File: config.mk
export PLATFORM = sky130hd
export DESIGN_NAME = display_scan_engine
export DESIGN_NICKNAME = d
export VERILOG_FILES = /design/src/rtl/display_pkg.sv /design/src/rtl/display_key_entry.sv /design/src/rtl/display_scan_engine.sv
export SDC_FILE = /design/constraint.sdc
export NUM_CORES = 1
export LEC_CHECK = 0
export CELL_PAD_IN_SITES_DETAIL_PLACEMENT = 1
export CELL_PAD_IN_SITES_GLOBAL_PLACEMENT = 1
export CORE_ASPECT_RATIO = 1.1
export CORE_MARGIN = 10
export CORE_UTILIZATION = 34
export DETAILED_ROUTE_END_ITERATION = 8
export GPL_ROUTABILITY_DRIVEN = 0
export PLACE_DENSITY = 0.81
export SYNTH_ARGS = -nofsm -noshare
export SYNTH_HDL_FRONTEND = slang
export SYNTH_SLANG_ARGS = --single-unit
File: constraint.sdc
create_clock -name clk -period 4.84 [get_ports clk]
set_clock_uncertainty 0.05 [all_clocks]
set_input_delay 0.968 -clock clk [delete_from_list [all_inputs] [get_ports clk]]
set_output_delay 0.968 -clock clk [all_outputs]
set_load 0.005 [all_outputs]
File: src/rtl/display_pkg.sv
// Shared definitions for the display scan engine: scan FSM states, key codes
// and the widths of the slot number, name and value fields.
package display_pkg;

  localparam int NAME_W  = 40;
  localparam int VALUE_W = 32;
  localparam int NUM_W   = 6;
  localparam int KEY_W   = 5;

  localparam logic [KEY_W-1:0] KEY_ENTER = 5'd16;
  localparam logic [KEY_W-1:0] KEY_CLEAR = 5'd17;

  typedef enum logic [2:0] {
    ST_WAIT    = 3'd0,
    ST_SET     = 3'd1,
    ST_SETTLE  = 3'd2,
    ST_CAPTURE = 3'd3,
    ST_SEND    = 3'd4
  } scan_state_e;

endpackage

File: src/rtl/display_key_entry.sv
// Hex keypad entry: digits shift into an 8-nibble entry register, ENTER
// delivers the entry as a one-cycle input_valid pulse, CLEAR empties it.
module display_key_entry
  import display_pkg::*;
(
  input  logic               clk_i,
  input  logic               resetn_i,
  input  logic               key_valid_i,
  input  logic [KEY_W-1:0]   key_code_i,
  output logic               input_valid_o,
  output logic [VALUE_W-1:0] input_value_o
);

  logic [VALUE_W-1:0] entry_q, entry_d;
  logic [VALUE_W-1:0] value_q, value_d;
  logic               valid_q, valid_d;

  // Decode the key presented this cycle into next entry/delivery state
  always_comb begin
    entry_d = entry_q;
    value_d = value_q;
    valid_d = 1'b0;
    if (key_valid_i) begin
      if (key_code_i[4] == 1'b0) begin
        entry_d = {entry_q[VALUE_W-5:0], key_code_i[3:0]};
      end else if (key_code_i == KEY_ENTER) begin
        value_d = entry_q;
        valid_d = 1'b1;
        entry_d = {VALUE_W{1'b0}};
      end else if (key_code_i == KEY_CLEAR) begin
        entry_d = {VALUE_W{1'b0}};
      end else begin
        entry_d = entry_q;
      end
    end else begin
      entry_d = entry_q;
    end
  end

  // Entry and delivery registers with synchronous active-low reset
  always_ff @(posedge clk_i) begin
    if (!resetn_i) begin
      entry_q <= {VALUE_W{1'b0}};
      value_q <= {VALUE_W{1'b0}};
      valid_q <= 1'b0;
    end else begin
      entry_q <= entry_d;
      value_q <= value_d;
      valid_q <= valid_d;
    end
  end

  assign input_valid_o = valid_q;
  assign input_value_o = value_q;

endmodule

File: src/rtl/display_scan_engine.sv
// Display scan engine: periodically polls slots 1..NUM_SLOTS of the CPU-side
// display logic, captures valid slots and streams them to the LCD renderer
// with a valid/ready handshake. The keypad entry path is compiled in only
// when DISPLAY_KEY_INPUT_EN is defined; otherwise input_valid/input_value
// are held at zero.
module display_scan_engine
  import display_pkg::*;
#(
  parameter int NUM_SLOTS      = 36,
  parameter int SETTLE_CYCLES  = 2,
  parameter int REFRESH_CYCLES = 50000
) (
  input  logic               clk,
  input  logic               resetn,
  output logic [NUM_W-1:0]   display_number,
  input  logic               display_valid,
  input  logic [NAME_W-1:0]  display_name,
  input  logic [VALUE_W-1:0] display_value,
  output logic               input_valid,
  output logic [VALUE_W-1:0] input_value,
  input  logic               key_valid,
  input  logic [KEY_W-1:0]   key_code,
  output logic               out_valid,
  input  logic               out_ready,
  output logic [NUM_W-1:0]   out_number,
  output logic [NAME_W-1:0]  out_name,
  output logic [VALUE_W-1:0] out_value
);

  localparam logic [31:0]      REFRESH_LAST = 32'(REFRESH_CYCLES - 1);
  localparam logic [3:0]       SETTLE_LAST  = 4'(SETTLE_CYCLES - 1);
  localparam logic [NUM_W-1:0] LAST_SLOT    = NUM_W'(NUM_SLOTS);

  scan_state_e        state_q, state_d;
  logic [31:0]        refresh_q, refresh_d;
  logic [3:0]         settle_q, settle_d;
  logic [NUM_W-1:0]   slot_q, slot_d;
  logic [NUM_W-1:0]   disp_num_q, disp_num_d;
  logic               out_valid_q, out_valid_d;
  logic [NUM_W-1:0]   out_number_q, out_number_d;
  logic [NAME_W-1:0]  out_name_q, out_name_d;
  logic [VALUE_W-1:0] out_value_q, out_value_d;
  logic               last_slot_s;

  assign last_slot_s = (slot_q == LAST_SLOT);

  // Scan sequencing: refresh wait, slot select, settle, capture, handshake
  always_comb begin
    state_d      = state_q;
    refresh_d    = refresh_q;
    settle_d     = settle_q;
    slot_d       = slot_q;
    disp_num_d   = disp_num_q;
    out_valid_d  = out_valid_q;
    out_number_d = out_number_q;
    out_name_d   = out_name_q;
    out_value_d  = out_value_q;
    case (state_q)
      ST_WAIT: begin
        if (refresh_q == REFRESH_LAST) begin
          refresh_d = 32'd0;
          slot_d    = 6'd1;
          state_d   = ST_SET;
        end else begin
          refresh_d = refresh_q + 32'd1;
        end
      end
      ST_SET: begin
        disp_num_d = slot_q;
        settle_d   = 4'd0;
        state_d    = ST_SETTLE;
      end
      ST_SETTLE: begin
        if (settle_q == SETTLE_LAST) begin
          state_d = ST_CAPTURE;
        end else begin
          settle_d = settle_q + 4'd1;
        end
      end
      ST_CAPTURE: begin
        if (display_valid) begin
          out_number_d = slot_q;
          out_name_d   = display_name;
          out_value_d  = display_value;
          out_valid_d  = 1'b1;
          state_d      = ST_SEND;
        end else begin
          // Slot has nothing to show: move on without emitting
          slot_d  = last_slot_s ? 6'd1 : slot_q + 6'd1;
          state_d = last_slot_s ? ST_WAIT : ST_SET;
        end
      end
      ST_SEND: begin
        if (out_ready) begin
          out_valid_d = 1'b0;
          slot_d      = last_slot_s ? 6'd1 : slot_q + 6'd1;
          state_d     = last_slot_s ? ST_WAIT : ST_SET;
        end else begin
          out_valid_d = 1'b1;
        end
      end
      default: begin
        out_valid_d = 1'b0;
        state_d     = ST_WAIT;
      end
    endcase
  end

  // Scan state registers with synchronous active-low reset
  always_ff @(posedge clk) begin
    if (!resetn) begin
      state_q      <= ST_WAIT;
      refresh_q    <= 32'd0;
      settle_q     <= 4'd0;
      slot_q       <= 6'd1;
      disp_num_q   <= 6'd0;
      out_valid_q  <= 1'b0;
      out_number_q <= 6'd0;
      out_name_q   <= {NAME_W{1'b0}};
      out_value_q  <= {VALUE_W{1'b0}};
    end else begin
      state_q      <= state_d;
      refresh_q    <= refresh_d;
      settle_q     <= settle_d;
      slot_q       <= slot_d;
      disp_num_q   <= disp_num_d;
      out_valid_q  <= out_valid_d;
      out_number_q <= out_number_d;
      out_name_q   <= out_name_d;
      out_value_q  <= out_value_d;
    end
  end

  assign display_number = disp_num_q;
  assign out_valid      = out_valid_q;
  assign out_number     = out_number_q;
  assign out_name       = out_name_q;
  assign out_value      = out_value_q;

`ifdef DISPLAY_KEY_INPUT_EN
  display_key_entry u_key_entry (
    .clk_i         (clk),
    .resetn_i      (resetn),
    .key_valid_i   (key_valid),
    .key_code_i    (key_code),
    .input_valid_o (input_valid),
    .input_value_o (input_value)
  );
`else
  // Keypad path not built: key inputs are intentionally left unconsumed
  logic unused_key_s;
  assign unused_key_s = ^{key_valid, key_code};
  assign input_valid  = 1'b0;
  assign input_value  = {VALUE_W{1'b0}};
`endif

endmodule

==> results.yml <==
outcome:
  status: "completed"
critical_path:
  worst-path-buf-inv: 2
  crit_path_end_kind: "register"
  required_ps: 5080
  crit_chain: "clkdlybuf4s50_1, nand2_1, or3_2, buf_4, nand2_1, a21oi_1"
  r2r_slack_ps: 2080
  path_delay_family: "simple AND/OR/NAND/NOR gates"
  max_stage_delay_ps: 790
  critical_path_class: "primary input to register"
  worst_ep_arrival_time_ps: 3030
  cp-start-kind: "primary input"
  crit_path_top_delay_cell: "or3_2"
  cp_num_cells: 6
  cpMostUsedCell: "nand2_1"
  cp_max_fo: 40
  reg2regPathDepth: 7
cells_and_area:
  num-nets-final: 905
  instances_no_fill: 1032
  drive_gt1_share_pct: 6.619
  area_delta_synth_final_pct: 40.54
clock_network:
  clk_pin_slew_ps: 60
  cts_num_sinks: 130
  cts_root_buf: "clkbuf_16"
  cts_resized: 0
  cts_buffers: 17
  clk_path_buf_depth: 2
  clk-insertion-delay-late_ps: 420
  cts_max_level: 4
  cts_tree: "done"
  postCtsHoldBufs: 0
  cts_setup_buffers: 0
drt:
  drt_wl_total_mm: 17.37
  drt_iter0_drc: 223
  drt_pass1_iterations: 4
  drc: 0
  ant_nets: 0
  wl_per_cell_um: 16.84
  via_per_inst: 4.860
  vias: 5016
yosys:
  yosysWarnings: 0
  ys_ff_latch: 130
  synthCells: 673
  ys.flop_type: "dfxtp_1"
  synth_cell_type_count: 54
  ys_async_sr_fraction_pct: 0
  synth_area_sq_mm: 0.005469
  synth_edf_count: 0
  yosysSeqAreaShare_pct: 47.59
  avgSynthCellArea_sq_um: 8.126
global_routing:
  grt_pass1_vias: 5273
  grt_usage_pct: 15.88
  grt_busiest_layer: "met2"
  grt_max_degree: 89
  grt_use_met3_pct: 7.592
  use_met2_pct: 27.48
  grt_use_met1_pct: 16.33
  grt-ovfl-total: 0
  antenna_found_initial: 1
  grt_pass1_wl_mm: 27.88
timing:
  final_hold_viol_count: 0
  fmax_mhz: 357.8
  rsz0062_at_grt: "false"
  worst_pin_slew_ps: 784.4
  fin_crit_ps: 2795
  fin_crit_sh_pct: 57.75
  slew_violations: 0
  slew_headroom_pct: 47.71
  setup_viol: 0
  setup_tns_ps: 0
placed_design:
  dp.final_hpwl_mm: 12.30
  place_inst: 999
  portBuffers: 160
die:
  fp-row-count: 48
  die_w_um: 140.9
  ios: 200
  die-area_sq_mm: 0.02156
  core_sq_mm: 0.01574
  initial_utilization_pct: 34.76
  die_h_um: 153.0
worst_hold_path:
  whs_path_depth: 2
  hold_class: "register to register"
power_and_ir_drop:
  power.internal_uw: 1985
  p_switching_uw: 585.4
  p_leak_uw: 0.002640
  seq_power_share_pct: 42.9
  power_frac_comb_pct: 6.9
  ir_drop_uv: 233.2
  powerDensity_mw_per_mm2: 334.4
  swShare_pct: 22.77
  pwr-share-clk_pct: 50.2
run:
  drv_cap: 0
placed cells by master, fill, tap and decap left out, drive strengths merged, types with 10 or more instances in the layout:
cell type	count
clkdlybuf4s50	160
a21oi	91
nor3	10
xor2	17
nand3	20
clkbuf	18
o21ai	10
conb	33
nor2	45
dfxtp	130
nand4	13
inv	12
nand2	178
synthesized netlist by cell type, drive strengths merged, types with 10 or more instances:
master    n  share of area (%)
nand2   178                 12
dfxtp   130                 48
a21oi    91                8.3
nor2     45                3.3
buf      40                5.4
clkbuf   32                2.2
nand3    20                1.9
xor2     17                2.7
nand4    13                1.5
nor3     10                1.0
o21ai    10               0.91
worst register-to-register path, cell delays in order, from the launching register on:
cell     delay, ps
dfxtp_1        400
ha_1           200
nand3_1        150
or2_2          340
or3_1          540
o21ai_2        540
buf_4          340
nor2_1          90
logic make-up (layout without fill, tap and decap cells):
logic type	after synthesis	in the layout	share of synthesized area [%]
other cells	1	34	0.06857
fa+ha+maj	5	5	1.144
compound gates	117	117	11.78
flops	130	130	47.59
simple gates	302	302	25.10
xor+xnor	26	26	4.164
buf+inv	82	208	8.282
mux	10	10	1.876
path summary, 6_finish.rpt:
| path | startpoint | end |
|---|---|---|
| setup reg to reg | refresh_q[0] | refresh_q[2] |
| setup / recovery | display_valid | out_value[27] |
| hold reg to reg | out_name[31] | out_name[31] |
| hold / removal | out_name[31] | out_name[31] |
final cells by class:
| class | instances | area, sq um |
|---|---|---|
| Antenna cell | 1 | 2.502 |
| Clock buffer | 18 | 429.2 |
| Clock inverter | 14 | 161.4 |
| Fill cell | 1895 | 8049 |
| Inverter | 10 | 37.54 |
| Multi-Input combinational cell | 493 | 2544 |
| Sequential cell | 130 | 2603 |
| Tap cell | 200 | 250.2 |
| Timing Repair Buffer | 166 | 1659 |
per-layer routing:
metal | vias to the layer above | routed length (um)
li1 | 2472 | -
met1 | 2403 | 6832
met2 | 123 | 8847
met3 | 18 | 1458
met4 | 0 | 236
met5 | - | 0
registers in the layout, indices dropped and copies added (netlist names):
signal,count
display_number,6
out_value,32
out_valid,1
out_number,6
out_name,40
state_q,3
slot_q,6
refresh_q,32
settle_q,4
power groups by stage:
stage,clock network (uW),registers [uW],logic [uW]
final,1290,1100,177
after detailed placement,0,1130,174
after global routing,1370,1110,196
after global placement,0,1130,171
after CTS,1320,1100,177
after floorplan,0,1120,116
metrics by stage:
stage / util (%) / power, uW / hold WS [ps] / cell area, sq um / setup slack [ps]
after floorplan: - / 1234 / 402.7 / 5589 / 2545
after global placement: 45.08 / 1297 / 390.8 / 7093 / 1624
after detailed placement: 45.08 / 1302 / 397.5 / 7093 / 1561
after CTS: 48.83 / 2598 / 404.7 / 7684 / 2024
after global routing: 48.85 / 2674 / 425.4 / 7686 / 1876
final: 48.85 / 2571 / 402.2 / 7686 / 2045
(Power assumes the default switching activity.)
